$ cat config.mk
export PLATFORM = sky130hd
export DESIGN_NAME = fetch_ctrl
export DESIGN_NICKNAME = d
export VERILOG_FILES = /design/src/rtl/risc_y_pkg.sv /design/src/rtl/ir_reg.sv /design/src/rtl/fetch_ctrl.sv
export SDC_FILE = /design/constraint.sdc
export NUM_CORES = 1
export LEC_CHECK = 0
export BUFFER_PORTS_ARGS = -buffer_cell sky130_fd_sc_hd__buf_2
export CORE_MARGIN = 2
export CORE_UTILIZATION = 30
export DETAILED_ROUTE_END_ITERATION = 8
export PLACE_DENSITY = 0.58
export SYNTH_ARGS = -nofsm -noshare
export SYNTH_HDL_FRONTEND = slang
export SYNTH_SLANG_ARGS = --single-unit
$ cat constraint.sdc
create_clock -name CLK -period 1.55 [get_ports CLK]
set_input_delay 0.0775 -clock CLK [delete_from_list [all_inputs] [get_ports CLK]]
set_output_delay 0.0775 -clock CLK [all_outputs]
set_load 0.1 [all_outputs]
$ cat src/rtl/risc_y_pkg.sv
// ----------------------------------------------------------------------------
// risc_y_pkg
// Shared definitions for the tiny accumulator processor's control path.
// Contents:
//   state_e    - control FSM states (IDLE, FETCH, DECODE, EXECUTE, HALT)
//   opcode_e   - 3-bit opcode carried in IR[7:5]
//   alu_op_e   - 2-bit ALU function select seen on ALU_OP
//   get_opcode - extracts the opcode field from an instruction word
//   get_operand- extracts the 5-bit operand / jump target from IR[4:0]
// ----------------------------------------------------------------------------
package risc_y_pkg;

   localparam int IR_W      = 8;
   localparam int OPERAND_W = 5;

   typedef enum logic [2:0] {
      ST_IDLE    = 3'd0,
      ST_FETCH   = 3'd1,
      ST_DECODE  = 3'd2,
      ST_EXECUTE = 3'd3,
      ST_HALT    = 3'd4
   } state_e;

   typedef enum logic [2:0] {
      OP_NOP   = 3'b000,
      OP_LOAD  = 3'b001,
      OP_STORE = 3'b010,
      OP_ADD   = 3'b011,
      OP_SUB   = 3'b100,
      OP_JMP   = 3'b101,
      OP_JZ    = 3'b110,
      OP_HLT   = 3'b111
   } opcode_e;

   typedef enum logic [1:0] {
      ALU_PASS = 2'b00,
      ALU_ADD  = 2'b01,
      ALU_SUB  = 2'b10,
      ALU_RSVD = 2'b11
   } alu_op_e;

   function automatic opcode_e get_opcode(input logic [IR_W-1:0] instr);
      return opcode_e'(instr[IR_W-1:OPERAND_W]);
   endfunction

   function automatic logic [OPERAND_W-1:0] get_operand(input logic [IR_W-1:0] instr);
      return instr[OPERAND_W-1:0];
   endfunction

endpackage

$ cat src/rtl/ir_reg.sv
// ----------------------------------------------------------------------------
// ir_reg
// Instruction register: captures the instruction word when load is high and
// otherwise holds it. clr is synchronous and wins over load, so a reset that
// lands on a capture edge still leaves the register at zero.
// Ports:
//   clk  - rising-edge clock
//   clr  - synchronous clear, active high
//   load - capture enable
//   d    - instruction word to capture
//   q    - registered instruction word
// ----------------------------------------------------------------------------
module ir_reg
   import risc_y_pkg::*;
(
   input  logic            clk,
   input  logic            clr,
   input  logic            load,
   input  logic [IR_W-1:0] d,
   output logic [IR_W-1:0] q
);

   logic [IR_W-1:0] ir_d;
   logic [IR_W-1:0] ir_q;

   // Next value: take the new word only on a load, otherwise hold.
   always_comb begin
      ir_d = ir_q;
      if (load) begin
         ir_d = d;
      end
   end

   // Register with synchronous clear taking priority over the load.
   always_ff @(posedge clk) begin
      if (clr) begin
         ir_q <= '0;
      end else begin
         ir_q <= ir_d;
      end
   end

   assign q = ir_q;

endmodule

$ cat src/rtl/fetch_ctrl.sv
// ----------------------------------------------------------------------------
// fetch_ctrl
// Control unit for the accumulator processor. Sequences every instruction
// through FETCH, DECODE and EXECUTE, captures the instruction word in ir_reg
// and decodes it into datapath strobes during EXECUTE.
// Ports:
//   CLK      - rising-edge clock
//   RST      - synchronous reset, active high
//   RUN      - start request, only looked at in IDLE
//   INSTR    - instruction word from instruction memory, used in FETCH
//   ZERO     - ALU zero flag, decides the conditional jump in EXECUTE
//   PC_EN    - program counter advance/load enable (one pulse per instr)
//   LOAD_EN  - program counter load select (jump taken)
//   JMP_ADDR - jump target, always the low 5 bits of the IR
//   IR_EN    - instruction capture in progress (FETCH)
//   ALU_OP   - 00 pass, 01 add, 10 sub
//   REG_WE   - accumulator write enable
//   MEM_WE   - data memory write enable
//   HALTED   - processor stopped, only reset leaves this state
// ----------------------------------------------------------------------------
module fetch_ctrl
   import risc_y_pkg::*;
(
   input  logic                 CLK,
   input  logic                 RST,
   input  logic                 RUN,
   input  logic [IR_W-1:0]      INSTR,
   input  logic                 ZERO,
   output logic                 PC_EN,
   output logic                 LOAD_EN,
   output logic [OPERAND_W-1:0] JMP_ADDR,
   output logic                 IR_EN,
   output logic [1:0]           ALU_OP,
   output logic                 REG_WE,
   output logic                 MEM_WE,
   output logic                 HALTED
);

   state_e          state_d;
   state_e          state_q;
   logic [IR_W-1:0] ir;
   opcode_e         opcode;
   logic            exec_active;

   ir_reg u_ir (
      .clk  (CLK),
      .clr  (RST),
      .load (state_q == ST_FETCH),
      .d    (INSTR),
      .q    (ir)
   );

   assign opcode   = get_opcode(ir);
   assign JMP_ADDR = get_operand(ir);

   // Strobes are suppressed while RST is high so that a reset landing on an
   // EXECUTE cycle can never advance the PC or write the accumulator/memory.
   assign exec_active = (state_q == ST_EXECUTE) && !RST;

   // State register; reset overrides every transition including HALT.
   always_ff @(posedge CLK) begin
      if (RST) begin
         state_q <= ST_IDLE;
      end else begin
         state_q <= state_d;
      end
   end

   // Next-state logic. HALT is absorbing; RUN matters only in IDLE.
   always_comb begin
      state_d = state_q;
      unique case (state_q)
         ST_IDLE:    state_d = RUN ? ST_FETCH : ST_IDLE;
         ST_FETCH:   state_d = ST_DECODE;
         ST_DECODE:  state_d = ST_EXECUTE;
         ST_EXECUTE: state_d = (opcode == OP_HLT) ? ST_HALT : ST_FETCH;
         ST_HALT:    state_d = ST_HALT;
         default:    state_d = ST_IDLE;
      endcase
   end

   // Output decode. Everything defaults to idle values; only EXECUTE drives
   // datapath strobes, and every opcode except HLT advances the PC once.
   always_comb begin
      PC_EN   = 1'b0;
      LOAD_EN = 1'b0;
      REG_WE  = 1'b0;
      MEM_WE  = 1'b0;
      ALU_OP  = ALU_PASS;
      IR_EN   = (state_q == ST_FETCH);
      HALTED  = (state_q == ST_HALT);
      if (exec_active) begin
         PC_EN = (opcode != OP_HLT);
         unique case (opcode)
            OP_LOAD: begin
               REG_WE = 1'b1;
               ALU_OP = ALU_PASS;
            end
            OP_STORE: MEM_WE = 1'b1;
            OP_ADD: begin
               REG_WE = 1'b1;
               ALU_OP = ALU_ADD;
            end
            OP_SUB: begin
               REG_WE = 1'b1;
               ALU_OP = ALU_SUB;
            end
            OP_JMP:  LOAD_EN = 1'b1;
            OP_JZ:   LOAD_EN = ZERO;
            default: ;
         endcase
      end
   end

endmodule

==> results of run 1 <==
==> power by group <==
part	total, mW	internal [mW]	switching [mW]	leakage [nW]
registers	0.344	0.307	0.0368	0.0936
logic	0.247	0.0870	0.160	0.264
clock network	0.189	0.0993	0.0892	0.0150
==> state kept, by name, summed over array words and instances (netlist names) <==
signal and flops:
state_q 3, u_ir.q 8
==> layout make-up <==
cell class | instances | area (um^2) | area share (%)
multi-input cells | 44 | 423 | 42.3
repair buffers | 27 | 260 | 26.0
flip-flops and latches | 11 | 238 | 23.8
well taps | 27 | 33.8 | 3.38
clock buffers | 4 | 26.3 | 2.63
inverters | 5 | 18.8 | 1.88
==> per-stage QoR <==
| stage | utilization (%) | total power [mW] | setup WS, ps |
|---|---|---|---|
| 2_1_floorplan | - | 0.553 | -248 |
| 3_3_place_gp | 47.7 | 0.592 | 305 |
| 3_5_place_dp | 47.7 | 0.596 | 262 |
| 4_1_cts | 50.1 | 0.793 | -9.22 |
| 5_1_grt | 50.4 | 0.825 | -55.9 |
| 6_report | 50.4 | 0.780 | 21.1 |
==> metal layers <==
layer  vias up  wire, um
met3         0        85
met1       226       567
li1        266         -
met4         0         0
met2        16       609
met5         -         0
==> cell families (layout without fill, tap and decap cells) <==
logic type                count (synthesis)  in the layout  share of synthesized area (%)
AOI/OAI and AO/OA                         4              4                           5.08
muxes                                     8              8                           12.5
DFF                                      11             11                           34.4
and+or+nand+nor                          31             31                           35.0
xor gates and xnor gates                  1              1                           1.37
buffers and inverters                    13             36                           11.7
==> cell usage after synthesis, drive strengths merged <==
| library cell | number |
|---|---|
| nor4 | 3 |
| nor2 | 1 |
| inv | 5 |
| nand3b | 1 |
| and2b | 1 |
| nand2b | 18 |
| nand3 | 1 |
| a211oi | 1 |
| o221a | 1 |
| nand4bb | 1 |
| xnor2 | 1 |
| o2bb2ai | 1 |
| clkbuf | 2 |
| nor3 | 1 |
| a21oi | 1 |
| nor3b | 2 |
| buf | 6 |
| or3b | 1 |
| nor2b | 1 |
| dfxtp | 11 |
| mux2i | 8 |
==> critical path, delay by kind of cell (launching register included) <==
kind,cells,cell delay [ps]
buffers and inverters,2,390
flip-flops,1,350
AND/OR/NAND/NOR,2,450
==> worst paths after layout <==
path                               from                      to  slack (ps)  cells after the start
setup / recovery  state_q[2]$_SDFF_PP0_               ALU_OP[1]          20                      4
hold / removal                 INSTR[6]  u_ir.q[6]$_SDFFE_PP0N_          70                      3
setup reg to reg  state_q[0]$_SDFF_PP0_  u_ir.q[5]$_SDFFE_PP0N_         470                      3
hold reg to reg   state_q[2]$_SDFF_PP0_   state_q[1]$_SDFF_PP0_         470                      1
==> timing repair <==
| action | 4_1_cts | 5_1_grt |
|---|---|---|
| hold endpoints to repair | 0 | 0 |
| cloned | 0 | 0 |
| resized for setup | 1 | 3 |
| endpoints found under the setup margin | 2 | 5 |
| pin swaps | 3 | 2 |
| setup buffers | 1 | 0 |
==> metrics.yaml, run 1 <==
grt_use_met2_pct: 18.2
antennaDiodeCount: 0
initial_core_util_pct: 32.3
timing.hold.ws_ps: 68.7
wl_per_cell_um: 10.7
worst_slew_pin_slew_ps: 484
min_period_over_period_pct: 98.6
track_usage_pct: 11.6
numCtsBuffers: 3
clk_latency_ps: 260
final_common_cell: "nand2b_1"
syn_area_per_cell_um2: 9.42
critical_path.most_common_cell: "buf_12"
vias: 508
synth_nets: 80
arrival_ps: 1450
fin_crit_ps: 1530
slew_headroom_pct: 67.9
clockBufferDepth: 2
synth_seq_cells: 11
area_growth_pct: 56.1
max_freq_mhz: 654
synth_top_area_share_pct: 34.4
worstHoldPathType: "in2reg"
syn_inst: 68
clkTransAtPathRegs_ps: 60
synth.area.top_cells: "dfxtp_1 (34%), nand2b_1 (18%), mux2i_1 (13%)"
fillers: 179
clock_sinks: 11
finalSetupViolCount: 0
ys_seq_area_share_pct: 34.4
most-common-layout-cells: "nand2b_1 (18), buf_2 (17), mux2i_1 (8), buf_12 (8)"
slowest_delay_ps: 350
design_area_um2: 1000
dpl.hpwl_um: 985
grt_busiest_layer: "met2"
fp.dieW_um: 50.2
grt_max_degree: 20
final_nets: 104
synth.distinct_cells: 23
crit_path_top_delay_cell: "dfxtp_2"
powerDensity_nw_per_um2: 780
first_iter_violations: 4
leakage_nw: 0.373
tritoncts: "yes"
drive_gt1_share_pct: 52.7
die_h_um: 50.2
ios: 25
grt.met1_usage_pct: 14.9
dpl_cell_area_um2: 945
gp_congestion: 0.669
fin_skew_ps: 4.94
rsz0062_at_grt: "yes"
rows: 16
path_class: "reg2out"
status: "completed"
firstDrtPassIters: 2
grt_pass1_wl_um: 2250
slew_violations: 0
stdcell_count: 118
overflow: 0
root_buffer: "clkbuf_4"
path_cells: "nand4bb_4 > buf_12 > nor4_4 > buf_12"
io_buffers: 24
ant_nets: 0
critPathMaxFanout: 6
ir_worst_vdd_mv: 0.405
synth_area_um2: 641
synth_top_cell_by_area: "dfxtp_1"
routed_wl_um: 1260
placed_cells: 113
cts_max_level: 1
drv_cap: 0
grt_antenna_before_repair: 0
end_kind: "output port"
tns_ps: 0
startpoint_type: "flip-flop"
die_area_um2: 2520
core_area_um2: 1980
hold_buffers: 0
yosysWarningCount: 0
cp.required_ps: 1470
drc: 0
hold_violations: 0
met3_usage_pct: 2.98
grt_pass1_vias: 522
viasPerCell: 4.31
Note: power is estimated with default switching activity, not from simulation.
==> run 2, diff against run 1 <==
--- a/config.mk
+++ b/config.mk
@@ -5,6 +5,7 @@
 export SDC_FILE = /design/constraint.sdc
 export NUM_CORES = 1
 export LEC_CHECK = 0
+export ABC_AREA = 1
 export BUFFER_PORTS_ARGS = -buffer_cell sky130_fd_sc_hd__buf_2
 export CORE_MARGIN = 2
 export CORE_UTILIZATION = 30
==> metrics.yaml, run 2 <==
final_nets: 125
slew_violations: 0
path_depth: 5
routed_wl_um: 1210
hold_depth: 3
min-delay-start: "INSTR[6]"
initial_core_util_pct: 31.0
grt_pass1_wl_um: 1960
post-place-ws_ps: 304
placed_cells: 135
synth.most_common_cell: "nand2_1"
viasPerCell: 4.07
synth.area.top_cells: "dfxtp_1 (37%), nand2_1 (15%), nor2_1 (13%)"
first_iter_violations: 5
synth.distinct_cells: 16
timing.hold.ws_ps: 29.2
numCtsBuffers: 3
grt_antenna_before_repair: 0
grt_pass1_vias: 491
clkTransAtPathRegs_ps: 80
worstHoldPathType: "in2reg"
critical-path-top-delay-family: "simple AND/OR/NAND/NOR gates"
cts_max_level: 1
synthFlopType: "dfxtp_1"
root_buffer: "clkbuf_4"
fin_crit_ps: 1480
reg2reg_depth: 5
yosysWarningCount: 0
leakage_nw: 0.412
overflow: 0
dpl.hpwl_um: 904
drc: 0
worst_slew_pin_slew_ps: 487
ir_worst_vdd_mv: 0.365
dpl_cell_area_um2: 796
powerDensity_nw_per_um2: 921
stdcell_count: 139
path_cells: "nand2_1 > nor2_2 > nand2_2 > nor3_4 > buf_12"
critPathMaxFanout: 5
firstDrtPassIters: 4
largest_reg_flops: 8
ios: 25
die_h_um: 48.6
gp_congestion: 0.712
synth_top_cell_by_area: "dfxtp_1"
drive_gt1_share_pct: 33.9
end_kind: "output port"
status: "completed"
slew_headroom_pct: 67.8
ys_top_cells_by_count: "nand2_1 (24), nor2_1 (21), inv_1 (12)"
area_growth_pct: 42.2
fillers: 211
cp_num_buf_inv: 1
path_class: "reg2out"
drv_cap: 0
ant_nets: 0
async_reset_ff_share_pct: 0
arrival_ps: 1410
die_area_um2: 2360
r2r-end: "u_ir.q[1]$_SDFFE_PP0N_"
clock_sinks: 11
slowest_delay_ps: 370
rows: 16
synth_top_area_share_pct: 37.0
wl_per_cell_um: 8.72
seqCellArea_um2: 223
io_buffers: 24
max_freq_mhz: 674
fin_ws_ps: 66.5
multiInputGateArea_um2: 303
synth_seq_cells: 11
grt_max_degree: 19
synth_edf_count: 0
whs_endpoint: "u_ir.q[6]$_SDFFE_PP0N_"
r2r-start: "state_q[2]$_SDFF_PP0_"
r2r_slack_ps: 570
vias: 566
track_usage_pct: 10.3
most-common-layout-cells: "nand2_1 (24), nor2_1 (19), buf_2 (17)"
cp.required_ps: 1470
finalSetupViolCount: 0
design_area_um2: 847
syn_inst: 90
tritoncts: "yes"
fin_skew_ps: 7.86
fp.dieW_um: 48.6
synth_area_um2: 596
clk_latency_ps: 270
clockBufferDepth: 2
synth_nets: 102
hold_violations: 0
final_common_cell: "nand2_1"
syn_area_per_cell_um2: 6.62
antennaDiodeCount: 0
core_area_um2: 1920
startpoint_type: "flip-flop"
ys_seq_area_share_pct: 37.0
post-route-util_pct: 44.1
post_cts_buffers: 0
min_period_over_period_pct: 95.7
crit_path_top_delay_cell: "dfxtp_2"
run 2: cell count changes in the layout (fill, tap and decap cells not counted), sizes merged, moves of 4 or more:
| cell | delta |
|---|---|
| a21oi | +4 |
| mux2i | -8 |
| nor2 | +21 |
| nand2b | -18 |
| nand2 | +25 |
| inv | +7 |
| buf | -4 |
run 2: worst max-delay path by stage:
| stage | start | to | slack, ps |
|---|---|---|---|
| floorplan | state_q[0]$_SDFF_PP0_ | ALU_OP[0] | -410 |
| global placement | state_q[0]$_SDFF_PP0_ | MEM_WE | 340 |
| detailed placement | state_q[0]$_SDFF_PP0_ | ALU_OP[0] | 300 |
| CTS | state_q[0]$_SDFF_PP0_ | ALU_OP[0] | 10 |
| global route | state_q[0]$_SDFF_PP0_ | ALU_OP[0] | -10 |
| finish | state_q[0]$_SDFF_PP0_ | ALU_OP[0] | 70 |
run 2: power by group:
group          internal [mW]  total, mW  switching (mW)
clock                 0.0994      0.195          0.0961
sequential             0.310      0.332          0.0226
combinational         0.0553      0.252           0.197
total                  0.464      0.780           0.315
run 2: logic make-up (layout without fill, tap and decap cells):
| family | after synthesis | in the layout | share of synthesized area [%] |
|---|---|---|---|
| AOI/OAI and AO/OA | 6 | 6 | 6.30 |
| buffers and inverters | 19 | 41 | 16.4 |
| DFF | 11 | 11 | 37.0 |
| and+or+nand+nor | 54 | 54 | 40.3 |
run 2: repair_timing:
item / CTS / global route
endpoints found under the setup margin: 0 / 4
hold buffers: 0 / 0
endpoints found under the hold margin: 0 / 0
resized for setup: 0 / 6
run 2: layout make-up:
| cell class | instances | share of cell area, % |
|---|---|---|
| tap | 27 | 3.99 |
| inverter | 13 | 5.76 |
| multi-input combinational | 60 | 35.7 |
| timing repair buffer | 24 | 25.1 |
| sequential | 11 | 26.3 |
| clock buffer | 4 | 3.10 |
run 2: worst register-to-register path, stage by stage, from the launching register on:
cell	delay, ps
dfxtp_1	390
inv_1	90
nand3_4	190
nand2_1	90
nand2_1	70
nor2_1	40
run 2: routing by layer:
| layer | vias to the layer above | wire, um | track usage [%] |
|---|---|---|---|
| li1 | 309 | - | - |
| met1 | 245 | 539 | 11.7 |
| met2 | 10 | 599 | 18.1 |
| met3 | 2 | 60 | 3.09 |
| met4 | 0 | 13 | 4.29 |
| met5 | - | 0 | 0 |
run 2: metrics by stage:
stage,power (mW),setup TNS (ps)
after global routing,0.823,-11.6
after global placement,0.581,0
after detailed placement,0.585,0
after CTS,0.779,0
after floorplan,0.558,-1010
final,0.780,0
